===== src/rtl/calc_pkg.sv =====
// Shared calculator types: BCD significand plus signed decimal exponent.
// Value = sum significand[i] * 10^(exponent - (NumDigits-1-i)); digit NumDigits-1 is the leading one.
// Consumed by number_entry (producer) and the screen driver (consumer).
package calc_pkg;

  localparam int NumDigits = 8;
  localparam int ExpWidth  = 8;

  typedef logic [3:0] digit_t;

  typedef struct packed {
    digit_t [NumDigits-1:0]     significand;
    logic signed [ExpWidth-1:0] exponent;
  } num_t;

endpackage


===== src/rtl/number_entry.sv =====
// Purpose: turns keypad events into a normalized num_t operand and drives the display shift override.
// Latency: one cycle from key/load edge to num_o, shift and overflow outputs.
// Backpressure: none; every key event is consumed in the cycle it is presented (or dropped).
module number_entry
  import calc_pkg::*;
(
  input  logic       clk_i,
  input  logic       rst_ni,
  input  logic       key_valid_i,
  input  logic [3:0] key_i,
  input  logic       load_i,
  input  num_t       num_i,
  output num_t       num_o,
  output logic       override_shift_amount_o,
  output logic [2:0] new_shift_amount_o,
  output logic       entry_active_o,
  output logic       overflow_o
);

  localparam logic [3:0] KeyPoint = 4'd10;
  localparam logic [3:0] KeyBack  = 4'd11;
  localparam logic [3:0] KeyClear = 4'd12;
  localparam logic [3:0] FullCnt  = 4'(NumDigits);

  typedef enum logic [1:0] {
    IDLE,
    INT,
    FRAC
  } state_e;

  state_e                 state_q, state_d;
  digit_t [NumDigits-1:0] digits_q, digits_d;
  logic [3:0]             n_q, n_d;
  logic [3:0]             frac_q, frac_d;
  num_t                   num_q, num_d;
  logic                   ovr_q, ovr_d;
  logic [2:0]             shift_q, shift_d;
  logic                   ovf_q, ovf_d;
  logic                   clear_key;

  // Normalization helpers derived from the next-state digit buffer.
  logic [3:0]             lz;
  logic                   lz_found;
  logic                   all_zero;
  logic [4*NumDigits-1:0] digits_flat;
  logic [4*NumDigits-1:0] norm_sig;
  logic [ExpWidth-1:0]    norm_exp;

  // Entry FSM next state: load wins over keys, then digit/point/backspace/clear rules.
  always_comb begin
    state_d   = state_q;
    digits_d  = digits_q;
    n_d       = n_q;
    frac_d    = frac_q;
    ovf_d     = 1'b0;
    clear_key = 1'b0;
    if (load_i) begin
      state_d  = IDLE;
      digits_d = '0;
      n_d      = 4'd0;
      frac_d   = 4'd0;
    end else if (key_valid_i) begin
      if (key_i <= 4'd9) begin
        if (state_q == IDLE) begin
          digits_d    = '0;
          digits_d[0] = key_i;
          n_d         = (key_i != 4'd0) ? 4'd1 : 4'd0;
          frac_d      = 4'd0;
          state_d     = INT;
        end else if (state_q == INT && n_q == 4'd0 && key_i == 4'd0) begin
          // Leading zero of the integer part carries no information.
          n_d = n_q;
        end else if (n_q < FullCnt) begin
          digits_d = {digits_q[NumDigits-2:0], key_i};
          n_d      = n_q + 4'd1;
          if (state_q == FRAC) frac_d = frac_q + 4'd1;
        end else begin
          ovf_d = 1'b1;
        end
      end else begin
        case (key_i)
          KeyPoint: begin
            if (state_q == IDLE) begin
              digits_d = '0;
              n_d      = 4'd0;
              frac_d   = 4'd0;
              state_d  = FRAC;
            end else if (state_q == INT) begin
              state_d = FRAC;
            end
          end
          KeyBack: begin
            if (state_q == FRAC && frac_q == 4'd0) begin
              state_d = INT;
            end else if ((state_q == FRAC) || (state_q == INT && n_q != 4'd0)) begin
              digits_d = {4'd0, digits_q[NumDigits-1:1]};
              n_d      = n_q - 4'd1;
              if (state_q == FRAC) frac_d = frac_q - 4'd1;
            end
          end
          KeyClear: begin
            clear_key = 1'b1;
            state_d   = IDLE;
            digits_d  = '0;
            n_d       = 4'd0;
            frac_d    = 4'd0;
          end
          default: begin
            state_d = state_q;
          end
        endcase
      end
    end
  end

  // Leading-zero count and left-justified significand of the buffer being entered.
  always_comb begin
    lz          = 4'd0;
    lz_found    = 1'b0;
    digits_flat = digits_d;
    for (int i = NumDigits - 1; i >= 0; i--) begin
      if (!lz_found && digits_d[i] == 4'd0) lz = lz + 4'd1;
      else lz_found = 1'b1;
    end
    all_zero = (lz == FullCnt);
    norm_sig = digits_flat << {lz, 2'b00};
    norm_exp = ExpWidth'(NumDigits - 1) - ExpWidth'(lz) - ExpWidth'(frac_d);
  end

  // Output next state: live normalized value while entering, otherwise loaded/cleared/held value.
  always_comb begin
    num_d   = num_q;
    shift_d = shift_q;
    ovr_d   = 1'b0;
    if (state_d != IDLE) begin
      ovr_d = 1'b1;
      if (all_zero) begin
        num_d   = '0;
        shift_d = 3'(NumDigits - 1);
      end else begin
        num_d.significand = norm_sig;
        num_d.exponent    = norm_exp;
        shift_d           = lz[2:0];
      end
    end else if (load_i) begin
      num_d   = num_i;
      shift_d = 3'd0;
    end else if (clear_key) begin
      num_d = '0;
    end
  end

  // State and registered outputs with synchronous active-low reset.
  always_ff @(posedge clk_i) begin
    if (!rst_ni) begin
      state_q  <= IDLE;
      digits_q <= '0;
      n_q      <= 4'd0;
      frac_q   <= 4'd0;
      num_q    <= '0;
      ovr_q    <= 1'b0;
      shift_q  <= 3'd0;
      ovf_q    <= 1'b0;
    end else begin
      state_q  <= state_d;
      digits_q <= digits_d;
      n_q      <= n_d;
      frac_q   <= frac_d;
      num_q    <= num_d;
      ovr_q    <= ovr_d;
      shift_q  <= shift_d;
      ovf_q    <= ovf_d;
    end
  end

  assign num_o                   = num_q;
  assign override_shift_amount_o = ovr_q;
  assign new_shift_amount_o      = shift_q;
  assign entry_active_o          = (state_q != IDLE);
  assign overflow_o              = ovf_q;

endmodule


===== config.mk =====
export PLATFORM = sky130hd
export DESIGN_NAME = number_entry
export DESIGN_NICKNAME = d
export VERILOG_FILES = /design/src/rtl/calc_pkg.sv /design/src/rtl/number_entry.sv
export SDC_FILE = /design/constraint.sdc
export NUM_CORES = 1
export LEC_CHECK = 0
export CAP_MARGIN = 20
export CELL_PAD_IN_SITES_DETAIL_PLACEMENT = 1
export CELL_PAD_IN_SITES_GLOBAL_PLACEMENT = 1
export CORE_MARGIN = 2
export CORE_UTILIZATION = 40
export DETAILED_ROUTE_END_ITERATION = 7
export PLACE_DENSITY = 0.87
export REMOVE_ABC_BUFFERS = 1
export SYNTH_ARGS = -nofsm -noshare
export SYNTH_HDL_FRONTEND = slang
export SYNTH_SLANG_ARGS = --single-unit

===== constraint.sdc =====
create_clock -name clk_i -period 17.6 [get_ports clk_i]
set_input_delay 3.52 -clock clk_i [delete_from_list [all_inputs] [get_ports clk_i]]
set_output_delay 3.52 -clock clk_i [all_outputs]
set_load 0.1 [all_outputs]

==> impl_metrics.csv <==
group,metric,value,unit
drt,dr_total_vias,6873,
timing,finalSetupViolCount,0,
floorplanning,die_y,130,um
critical_path,rrSetupSlack,8550,ps
cells_and_area,final_common_cell,"clkdlybuf4s50_1",
timing,drv_slew,0,
global_route,grtUsageTotal,29.0,%
timing,hold_violations,0,
floorplanning,initial_core_util,40.4,%
yosys,synth_warnings,0,
yosys,synthArstFlopShare,0,%
yosys,synth_edf_count,0,
drt,remaining_drc_errors,0,
drt,detail-route-antenna-nets,0,
cts,cts_resized,0,
run_status,status,"complete, no violations",
timing,setup_tns,0,ps
cts,cts_tree,"done",
floorplanning,die-area,0.0169,sq mm
yosys,synthFlopType,"dfxtp_1",
critical_path,cp_common_cell,"ha_1",
floorplanning,die_w,130,um
timing,worst_clock_skew,10.4,ps
timing,max-slew-margin-rel,25.3,%
yosys,ys_seq_area_share,27.5,%
timing,rsz0062_at_grt,"false",
critical_path,crit_fanout,30,
critical_path,end_kind,"register",
drt,vias_per_cell,6.53,
yosys,synth_cell_type_count,95,
global_route,grt_max_degree,63,
yosys,syn_avg_cell_area,8.22,sq um
global_route,grt_pass1_vias,7027,
yosys,ys_seq_elements,87,
cells_and_area,drive_gt1_share,10.6,%
cts,cts_buffer_depth,2,
floorplanning,coreArea,0.0157,sq mm
cells_and_area,layout_common_cells,"clkdlybuf4s50_1 (92), dfxtp_1 (87), a21oi_1 (63), nor2_1 (62), nand2_1 (42)",
cts,cts-buffers-inserted,9,
critical_path,crit_path_max_incr_delay,860,ps
critical_path,start_kind,"input pin",
cts,clk_pin_slew,70,ps
min_path,min_path_type,"reg -> reg",
drt,wl_per_cell,23.4,um
critical_path,cp.required,17810,ps
timing,max_freq,0.0808,GHz
place,globalplace.congestion,0.994,
global_route,antenna_found_initial,0,
critical_path,crit_path_top_delay_cell,"a2111oi_0",
global_route,overflow,0,
timing,hold-worst-slack,504,ps
timing,fin_crit_sh,70.3,%
drt,drtIter0Drc,638,
cells_and_area,syn_to_final_growth,21.5,%
critical_path,path_class,"in -> reg",
cts,cts_num_sinks,87,
timing,tightest_slew,1120,ps
power,vdd_drop_max,0.0696,mV
place,numPortBuffers,93,
place,dp_hpwl,17.1,mm
timing,fin_crit,12370,ps
cts,cts.htree.levels,3,
yosys,synth_area,0.00634,sq mm
run,maxCapViolCount,0,
global_route,grt_first_pass_wirelength,38.3,mm
yosys,synth_cells,772,
drt,wirelength,24.7,mm
cts,cts_setup_buffers,0,
cells_and_area,diodes,0,
cells_and_area,nNetsFinal,896,
floorplanning,ios,94,
cts,cts_root_buf,"clkbuf_16",
floorplanning,num_rows,46,
drt,dr.pass1.iters,5,
cts,ctsHoldBuffers,0,
power,p_per_area,92.7,mW/mm^2
power,power.leakage,2.79,nW
cts,clkLatencyLatePin,360,ps
critical_path,cp_data_arrival_time,12580,ps
[critical path, delay by kind of cell]
family | cells | cell delay [ps]
compound gates | 13 | 3440
xor+xnor | 1 | 140
fa+ha+maj | 6 | 1670
buf+inv | 6 | 1670
mux | 2 | 730
simple gates | 7 | 1370
[worst paths after layout]
path | start | end | cells past startpoint
setup / recovery | key_i[3] | num_o[4] | 35
hold / removal | num_o[9] | num_o[9] | 1
setup reg to reg | frac_q[0] | num_o[4] | 35
hold reg to reg | num_o[9] | num_o[9] | 1
[kinds of logic (layout without fill, tap and decap cells)]
logic type	after synthesis	count (layout)	synth area share (%)
DFF	87	87	27.5
muxes	30	30	5.03
xor gates and xnor gates	4	4	0.552
and+or+nand+nor	221	221	19.0
buffers and inverters	90	155	6.37
adders and majority gates	16	16	3.27
AOI/OAI and AO/OA	324	324	38.4
[where the power goes]
part / switching (mW) / internal [mW]
Clock: 0.0920 / 0.115
Combinational: 0.200 / 0.0922
Sequential: 0.00822 / 0.208
Total: 0.300 / 0.414
[flip-flops by register name, indices dropped and copies added (netlist names)]
| register | count |
|---|---|
| state_q | 2 |
| overflow_o | 1 |
| digits_q | 32 |
| num_o | 40 |
| frac_q | 4 |
| new_shift_amount_o | 3 |
| override_shift_amount_o | 1 |
| n_q | 4 |
[stage by stage]
stage	power (mW)	util (%)	setup WS [ps]	cell area, sq um	instances
after floorplan	0.421	-	6730	6050	710
after global placement	0.501	47.0	5260	7380	1035
after detailed placement	0.505	47.0	4890	7380	1035
after CTS	0.712	48.9	5150	7690	1051
after global routing	0.743	49.1	4640	7710	1053
final	0.714	49.1	5230	7710	1053
[Yosys cell counts (all sizes together), types with 7 or more instances]
| library cell | instances | share of area (%) |
|---|---|---|
| nand2b | 9 | 0.89 |
| nand3 | 24 | 2.1 |
| mux2 | 12 | 2.1 |
| nor3 | 8 | 0.71 |
| clkbuf | 36 | 2.1 |
| o22ai | 7 | 0.79 |
| dfxtp | 87 | 27 |
| mux2i | 18 | 2.9 |
| a22o | 22 | 3.0 |
| a311oi | 7 | 0.97 |
| nand2 | 43 | 2.6 |
| o221ai | 14 | 1.9 |
| and2 | 26 | 2.6 |
| inv | 27 | 1.6 |
| a21oi | 64 | 5.2 |
| buf | 26 | 2.6 |
| a21o | 10 | 1.2 |
| a221oi | 11 | 1.5 |
| a2111oi | 7 | 0.97 |
| o31ai | 14 | 1.7 |
| o21ai | 47 | 3.9 |
| a22oi | 23 | 3.0 |
| o32ai | 13 | 2.1 |
| a31oi | 14 | 1.4 |
| a211oi | 11 | 1.4 |
| nor2 | 63 | 3.8 |
| ha | 15 | 3.0 |
[layout make-up]
cell class                      count  area, sq um
Sequential cell                    87         1740
Multi-Input combinational cell    595         4220
Tap cell                          216          270
Inverter                           28          106
Clock buffer                       10          239
Clock inverter                      6         70.1
Fill cell                        1890         8010
Timing Repair Buffer              111         1060
[per-layer routing]
| layer | global-route usage [%] | vias up | share of wire, % |
|---|---|---|---|
| li1 | - | 3118 | - |
| met1 | 38.0 | 3364 | 44 |
| met2 | 46.8 | 320 | 46 |
| met3 | 6.31 | 71 | 7.0 |
| met4 | 11.3 | 0 | 3.0 |
| met5 | 0 | - | 0 |
No activity file was read; power rests on OpenSTA's default activity.
